File: config.mk
export PLATFORM = sky130hd
export DESIGN_NAME = discr_scaler_counter_8b
export DESIGN_NICKNAME = d
export VERILOG_FILES = /design/src/rtl/discr_scaler_counter_8b.sv
export SDC_FILE = /design/constraint.sdc
export NUM_CORES = 1
export LEC_CHECK = 0
export CELL_PAD_IN_SITES_DETAIL_PLACEMENT = 1
export CELL_PAD_IN_SITES_GLOBAL_PLACEMENT = 2
export CORE_ASPECT_RATIO = 0.9
export CORE_UTILIZATION = 34
export CTS_CLUSTER_DIAMETER = 120
export DETAILED_ROUTE_END_ITERATION = 10
export PLACE_DENSITY = 0.8
export SLEW_MARGIN = 25
export SYNTH_ARGS = -nofsm -noshare
export SYNTH_HDL_FRONTEND = slang
export SYNTH_SLANG_ARGS = --single-unit
File: constraint.sdc
create_clock -name clk -period 5.7 [get_ports clk]
set_input_delay 0.855 -clock clk [delete_from_list [all_inputs] [get_ports clk]]
set_output_delay 0.855 -clock clk [all_outputs]
set_load 0.01 [all_outputs]
File: src/rtl/discr_scaler_counter_8b.sv
// Windowed scaler for the 8-bit-parallel discriminator stream.
// Counts rising edges that the inhibit mask does not block, over back-to-back
// gate windows of i_period_len cycles. At each window end it publishes the
// saturating total, a saturation flag and a wrapping sequence number, together
// with a one-cycle valid strobe.
module discr_scaler_counter_8b #(
  parameter int P_PERIOD_WIDTH = 32,
  parameter int P_CNT_WIDTH    = 24,
  parameter int P_IDX_WIDTH    = 16
) (
  input  logic                      clk,
  input  logic                      rst,
  input  logic [7:0]                bits_in,
  input  logic [7:0]                inhibit_bits,
  input  logic [P_PERIOD_WIDTH-1:0] period_len,
  output logic [P_CNT_WIDTH-1:0]    scaler_out,
  output logic                      scaler_sat,
  output logic [P_IDX_WIDTH-1:0]    scaler_idx,
  output logic                      scaler_valid
);

  localparam int SUM_WIDTH = P_CNT_WIDTH + 1;
  localparam logic [P_CNT_WIDTH-1:0] CNT_MAX = '1;

  logic [P_PERIOD_WIDTH-1:0] i_period_len;
  logic [P_PERIOD_WIDTH-1:0] wcnt;
  logic                      prev_last_bit;
  logic [7:0]                edges;
  logic [7:0]                qual_r;
  logic [3:0]                n;
  logic [P_CNT_WIDTH-1:0]    acc;
  logic                      win_sat;
  logic [SUM_WIDTH-1:0]      sum;
  logic                      clamp;
  logic [P_CNT_WIDTH-1:0]    sum_sat;
  logic                      window_end;

  // Rising edges within the word; bit 0 looks back at the last bit of the previous word.
  always_comb begin
    edges      = '0;
    edges[0]   = bits_in[0] & ~prev_last_bit;
    edges[7:1] = bits_in[7:1] & ~bits_in[6:0];
  end

  // Stage 1: register the window length and the qualified edges; the last bit is kept even when inhibited.
  always_ff @(posedge clk) begin
    if (rst) begin
      i_period_len  <= '0;
      prev_last_bit <= 1'b0;
      qual_r        <= '0;
    end else begin
      i_period_len  <= period_len;
      prev_last_bit <= bits_in[7];
      qual_r        <= edges & ~inhibit_bits;
    end
  end

  // Stage 2 arithmetic: edge count of the word, saturating add, and window-end detection.
  always_comb begin
    n = '0;
    for (int i = 0; i < 8; i++) begin
      n = n + 4'(qual_r[i]);
    end
    sum        = {1'b0, acc} + SUM_WIDTH'(n);
    clamp      = sum[P_CNT_WIDTH];
    sum_sat    = clamp ? CNT_MAX : sum[P_CNT_WIDTH-1:0];
    window_end = (i_period_len != '0) &&
                 (wcnt >= (i_period_len - P_PERIOD_WIDTH'(1)));
  end

  // Stage 2 state: accumulate within a window, publish and restart at the window end, idle when length is 0.
  always_ff @(posedge clk) begin
    if (rst) begin
      acc          <= '0;
      wcnt         <= '0;
      win_sat      <= 1'b0;
      scaler_out   <= '0;
      scaler_sat   <= 1'b0;
      scaler_idx   <= '0;
      scaler_valid <= 1'b0;
    end else if (i_period_len == '0) begin
      acc          <= '0;
      wcnt         <= '0;
      win_sat      <= 1'b0;
      scaler_valid <= 1'b0;
    end else if (window_end) begin
      scaler_out   <= sum_sat;
      scaler_sat   <= win_sat | clamp;
      scaler_idx   <= scaler_idx + P_IDX_WIDTH'(1);
      scaler_valid <= 1'b1;
      acc          <= '0;
      wcnt         <= '0;
      win_sat      <= 1'b0;
    end else begin
      scaler_valid <= 1'b0;
      wcnt         <= wcnt + P_PERIOD_WIDTH'(1);
      acc          <= sum_sat;
      win_sat      <= win_sat | clamp;
    end
  end

endmodule

## Word-level counts from Yosys, hierarchy flattened

Cells that the tools add are included.

- Flip-flop bits (word level): 140
- Bits in latches: 0
- RAM bits: 0
- Bits in read-only memories: 0
- Bits of input ports: 50
- Output and inout bits: 42
- Logic and storage cells: 38
- Memories: 0

- Add/subtract/negate cells: 11
- Multiply operators: 0
- Div/mod/pow operators: 0
- $lt $le $gt $ge: 1
- Equal/unequal tests: 0
- Shift operators: 0
- Muxes and demuxes: 2
- Bitwise gates (word level): 8
- Reductions and logical operators: 6

Operator list:

| cell | count |
|---|---|
| $add 32x1->32 const B | 1 |
| $ge 32x32->1 | 1 |
| $logic_not 32->1 | 1 |
| $reduce_bool 32->1 | 1 |
| $sub 32x1->32 const B | 1 |
| $add 24x4->25 | 1 |
| $mux 24 | 1 |
| $add 16x1->16 const B | 1 |
| $add 4x1->4 | 4 |
| $and 8x8->8 | 1 |
| $not 8->8 | 1 |
| $and 7x7->7 | 1 |
| $not 7->7 | 1 |
| $add 3x1->4 | 1 |
| $add 2x1->3 | 1 |
| $reduce_or 3->1 | 1 |
| $add 1x1->2 | 1 |
| $not 1->1 | 2 |
| $reduce_and 2->1 | 1 |
| $reduce_or 2->1 | 1 |
| $and 1x1->1 | 1 |
| $logic_and 1x1->1 | 1 |
| $mux 1 | 1 |
| $or 1x1->1 | 1 |

## Longest topological paths before layout

- Word-level depth: 9
- Mapped depth: 18
- Mapped depth without buffers: 16

## Worst setup path after synthesis

Ideal clock, no wire load.

- Path kind: reg2reg
- Start: reg qual_r[0]
- End: reg acc[11]
- Data arrival time: 3.959 ns
- Required time: 5.568 ns
- Path slack: 1.609 ns
- Stages on the path, launching flop included: 15
- Buffers on the path: 3
- Clock period less this slack: 4.091 ns
- Path through: dfxtp_1 > fa_1 > inv_1 > fa_1 > fa_1 > inv_1 > fa_1 > fa_1 > a21o_1 > a21o_1 > clkbuf_1 > nand4_1 > clkbuf_1 > clkbuf_1 > a21oi_1

- Cells in the longest elaborated chain, start to end: 9

RTL lines:

| item | RTL line | text |
|---|---|---|
| start, declared | 29 | `logic [7:0] qual_r;` |
| start signal, assigned | 54 | `qual_r <= edges & ~inhibit_bits;` |
| $add 1x1->2 | 62 | `n = n + 4'(qual_r[i]);` |
| $add 2x1->3 | 62 |  |
| $add 3x1->4 | 62 |  |
| $add 4x1->4 (4 in series) | 62 |  |
| $add 24x4->25 | 64 | `sum = {1'b0, acc} + SUM_WIDTH'(n);` |
| $mux 24 | 66 | `sum_sat = clamp ? CNT_MAX : sum[P_CNT_WIDTH-1:0];` |
| end signal, assigned | 97 | `acc <= sum_sat;` |
| end, declared | 31 | `logic [P_CNT_WIDTH-1:0] acc;` |

No other way between the ends.
A chain may end at the register's enable or synchronous reset.

## Worst setup path in the final report

- Start: reg i_period_len[2]
- End: reg scaler_out[23]

- Cells in the longest elaborated chain, start to end: 4
- Elaborated cells on any way between the ends: 7

RTL lines:

| item | RTL line | text |
|---|---|---|
| start, declared | 25 | `logic [P_PERIOD_WIDTH-1:0] i_period_len;` |
| start signal, assigned | 52 | `i_period_len <= period_len;` |
| $sub 32x1->32 | 68 | `(wcnt >= (i_period_len - P_PERIOD_WIDTH'(1)));` |
| $ge 32x32->1 | 68 |  |
| $logic_and 1x1->1 | 67 | `window_end = (i_period_len != '0) &&` |
| $reduce_and 2->1 (no source line) * | -- |  |
| end signal, assigned | 87 | `scaler_out <= sum_sat;` |
| end, declared | 16 | `output logic [P_CNT_WIDTH-1:0] scaler_out,` |

Every way passes the cells marked *; elsewhere a longest branch is shown, timed or not.

==> flow_metrics.py <==
metrics = {
    "status": {
        "status": "completed",
    },
    "yosys": {
        "synthDistinctLibCells": 48,
        "synth_area_mm2": 0.006782,
        "synth_enable_flop_cells": 0,
        "synth_top_flop_cell": "dfxtp_1",
        "async_reset_ff_frac": 0,
        "ys_seq_area_frac": 0.4133,
        "synth_seq_cells": 140,
        "synth_cells": 759,
        "ys_top_cells_by_area": "dfxtp_1, ha_1, xnor2_1",
        "synth_area_per_cell_um2": 8.935,
        "yosys_warnings": 0,
        "syn-num-nets": 855,
        "synth_top_cell_area_share": 0.4133,
        "yosysTopAreaCell": "dfxtp_1",
    },
    "routing": {
        "firstDrtPassIters": 4,
        "drt-met1-wl_um": 8027,
        "antenna_left": 0,
        "drc": 0,
        "wl_um": 17350,
        "wl_met2_um": 8609,
        "top_layer_used": "met4",
        "wl_met3_um": 521,
        "drt_iter0_drc": 157,
        "viasPerCell": 5.106,
        "wl_per_cell_um": 15.63,
        "vias": 5668,
    },
    "final_layout": {
        "final_layout_size_suffix_gt1_frac": 0.05698,
        "antenna_cells": 0,
        "mostFrequentLayoutCell": "dfxtp_1",
        "layout_common_cells": "dfxtp_1, clkdlybuf4s50_1, nor2_1",
        "nNetsFinal": 943,
        "n_fill_cell": 2241,
        "area_growth_pct": 25.48,
    },
    "clock_network": {
        "clk_latency_ns": 0.43,
        "cts-buffers-inserted": 17,
        "tritoncts": "built",
        "cts_buffer_depth": 2,
        "cts_resized": 0,
        "post_cts_buffers": 0,
        "htreeDepth": 4,
        "clock-root-buffer": "clkbuf_16",
        "hold_buffers": 0,
        "clkTransAtPathRegs_ns": 0.06,
        "clock_sinks": 140,
    },
    "min_path": {
        "hold_end": "qual_r[0]$_SDFF_PP0_",
        "hold_class": "flop to flop",
        "hold_depth": 1,
        "worstHoldStart": "prev_last_bit$_SDFF_PP0_",
    },
    "timing": {
        "worst_slew_pin_slew_ns": 0.8888,
        "rsz0062_at_grt": "no",
        "setup_violations": 0,
        "hold_violations": 0,
        "post-route-period-util": 0.8888,
        "whs_ns": 0.4146,
        "slew_headroom": 0.4075,
        "tns_ns": 0,
        "period_minus_slack_ns": 5.066,
        "drv_slew": 0,
        "max_clock_freq_mhz": 197.4,
        "fin_skew_ns": 0.01095,
    },
    "setup_path": {
        "critPathLaunchType": "flop",
        "r2r_start": "i_period_len[2]$_SDFF_PP0_",
        "worst-r2r-setup-slack_ns": 0.63,
        "cp.required_ns": 5.98,
        "worst-setup-path-type": "flop to flop",
        "cp_max_fo": 32,
        "rr_endpoint": "scaler_out[23]$_SDFFE_PP0P_",
        "reg2regPathDepth": 16,
        "cp-end-kind": "flop",
        "critical_path_arrival_ns": 5.35,
    },
    "global_route": {
        "antenna_found_initial": 0,
        "grt_pass1_wl_um": 29740,
        "grt_max_degree": 85,
        "grt_pass1_vias": 6052,
        "grt-ovfl-total": 0,
        "grt_usage": 0.1848,
    },
    "floorplanning": {
        "core-area_mm2": 0.01934,
        "start_util": 0.3507,
        "die_x_um": 150.9,
        "io_pins": 92,
        "design.die.area_mm2": 0.02052,
        "num_rows": 48,
        "fp.dieH_um": 136.0,
    },
    "pwr": {
        "vdd_ir_drop_max_v": 0.0001589,
        "internal-power_mw": 1.750,
        "cellPowerDensity_mw_per_mm2": 269.3,
        "p_clk_frac": 0.485,
        "combPwrFrac": 0.071,
        "swShare": 0.2362,
        "p_leak_nw": 3.105,
        "p_seq_frac": 0.444,
        "switching_power_mw": 0.5414,
    },
    "placed_design": {
        "place_congestion": 0.8318,
        "portBuffers": 91,
        "dpl.hpwl_um": 12590,
    },
    "flow_run": {
        "drv_cap": 0,
    },
}
[power groups by stage]
stage	logic (mW)	registers, mW	clock network, mW
finish	0.163	1.02	1.11
floorplan	0.0997	1.03	0
global placement	0.158	1.04	0
global route	0.186	1.02	1.19
detailed placement	0.165	1.04	0
CTS	0.167	1.02	1.14
[worst max path at each step]
| stage | start | to | slack (ns) | depth (start not counted) |
|---|---|---|---|---|
| 6_report | i_period_len[2]$_SDFF_PP0_ | scaler_out[23]$_SDFFE_PP0P_ | 0.63 | 16 |
| 5_1_grt | i_period_len[5]$_SDFF_PP0_ | scaler_out[23]$_SDFFE_PP0P_ | 0.15 | 16 |
| 4_1_cts | i_period_len[2]$_SDFF_PP0_ | scaler_out[23]$_SDFFE_PP0P_ | 0.63 | 16 |
| 3_5_place_dp | i_period_len[2]$_SDFF_PP0_ | scaler_out[23]$_SDFFE_PP0P_ | 0.68 | 16 |
| 3_3_place_gp | i_period_len[2]$_SDFF_PP0_ | scaler_out[23]$_SDFFE_PP0P_ | 0.86 | 16 |
| 2_1_floorplan | qual_r[0]$_SDFF_PP0_ | acc[11]$_SDFF_PP0_ | 1.61 | 14 |
[stage by stage]
| step | total power, mW | util | area [µm²] | setup slack [ns] | instances |
|---|---|---|---|---|---|
| final | 2.292 | 0.4400 | 8509 | 0.6338 | 1110 |
| after detailed placement | 1.203 | 0.4094 | 7918 | 0.6810 | 1078 |
| after floorplan | 1.133 | - | 6782 | 1.609 | 759 |
| after CTS | 2.323 | 0.4400 | 8509 | 0.6299 | 1110 |
| after global placement | 1.195 | 0.4094 | 7918 | 0.8596 | 1078 |
| after global routing | 2.392 | 0.4400 | 8509 | 0.1503 | 1110 |
[flip-flops by register name, indices dropped and copies added (netlist names)]
name / flops
scaler_idx: 16
i_period_len: 32
scaler_valid: 1
scaler_sat: 1
prev_last_bit: 1
qual_r: 8
wcnt: 32
scaler_out: 24
win_sat: 1
acc: 24
[per-layer routing]
| metal | GRT usage | up-vias |
|---|---|---|
| met5 | 0 | - |
| met2 | 0.3282 | 74 |
| met3 | 0.04262 | 17 |
| met4 | 0.05333 | 0 |
| met1 | 0.2203 | 2745 |
| li1 | - | 2832 |
[critical path: stages (launching register included)]
cell	delay, ns
dfxtp_1	0.35
or4_1	0.57
nor3_1	0.32
nand2b_1	0.17
nor2_1	0.35
nand3_1	0.23
nor3_1	0.30
xnor2_1	0.16
ha_1	0.26
nand4_1	0.15
nor2_1	0.07
a221o_1	0.31
a211o_1	0.32
o21ai_4	0.64
buf_4	0.44
mux2i_1	0.22
nor2_1	0.05
[Yosys cell counts (all sizes together), types with 2 or more instances]
library cell / number
dfxtp: 140
nor2: 73
a21oi: 65
nand2: 60
ha: 41
nor2b: 41
xnor2: 39
xor2: 38
nand3: 36
nor3: 23
a21o: 21
clkbuf: 20
inv: 18
nand4: 18
and3: 15
or4: 13
o21ai: 11
buf: 9
nor4: 9
nor4b: 9
o31ai: 9
or3: 7
and4: 5
fa: 5
mux2i: 5
or2: 4
a211oi: 3
nand2b: 3
a31oi: 2
o21bai: 2
or4b: 2
[area by class of cell]
cell class | count | area, µm² | area share
tap | 250 | 312.8 | 0.03676
clock buffer | 19 | 452.9 | 0.05323
timing repair buffer | 98 | 958.4 | 0.1126
sequential | 140 | 2803 | 0.3294
inverter | 18 | 67.56 | 0.007940
clock inverter | 13 | 138.9 | 0.01632
multi-input combinational | 572 | 3776 | 0.4438
[cells by family (layout without fill, tap and decap cells)]
family                     Yosys count  in the layout  share of synthesized area
xor gates and xnor gates            77             77                    0.09945
buffers and inverters               47            148                    0.03099
adders and majority gates           46             46                    0.09041
AOI/OAI and AO/OA                  121            121                     0.1094
DFF                                140            140                     0.4133
muxes                                6              6                   0.009041
and+or+nand+nor                    322            322                     0.2474
No activity file was read; power rests on OpenSTA's default activity.
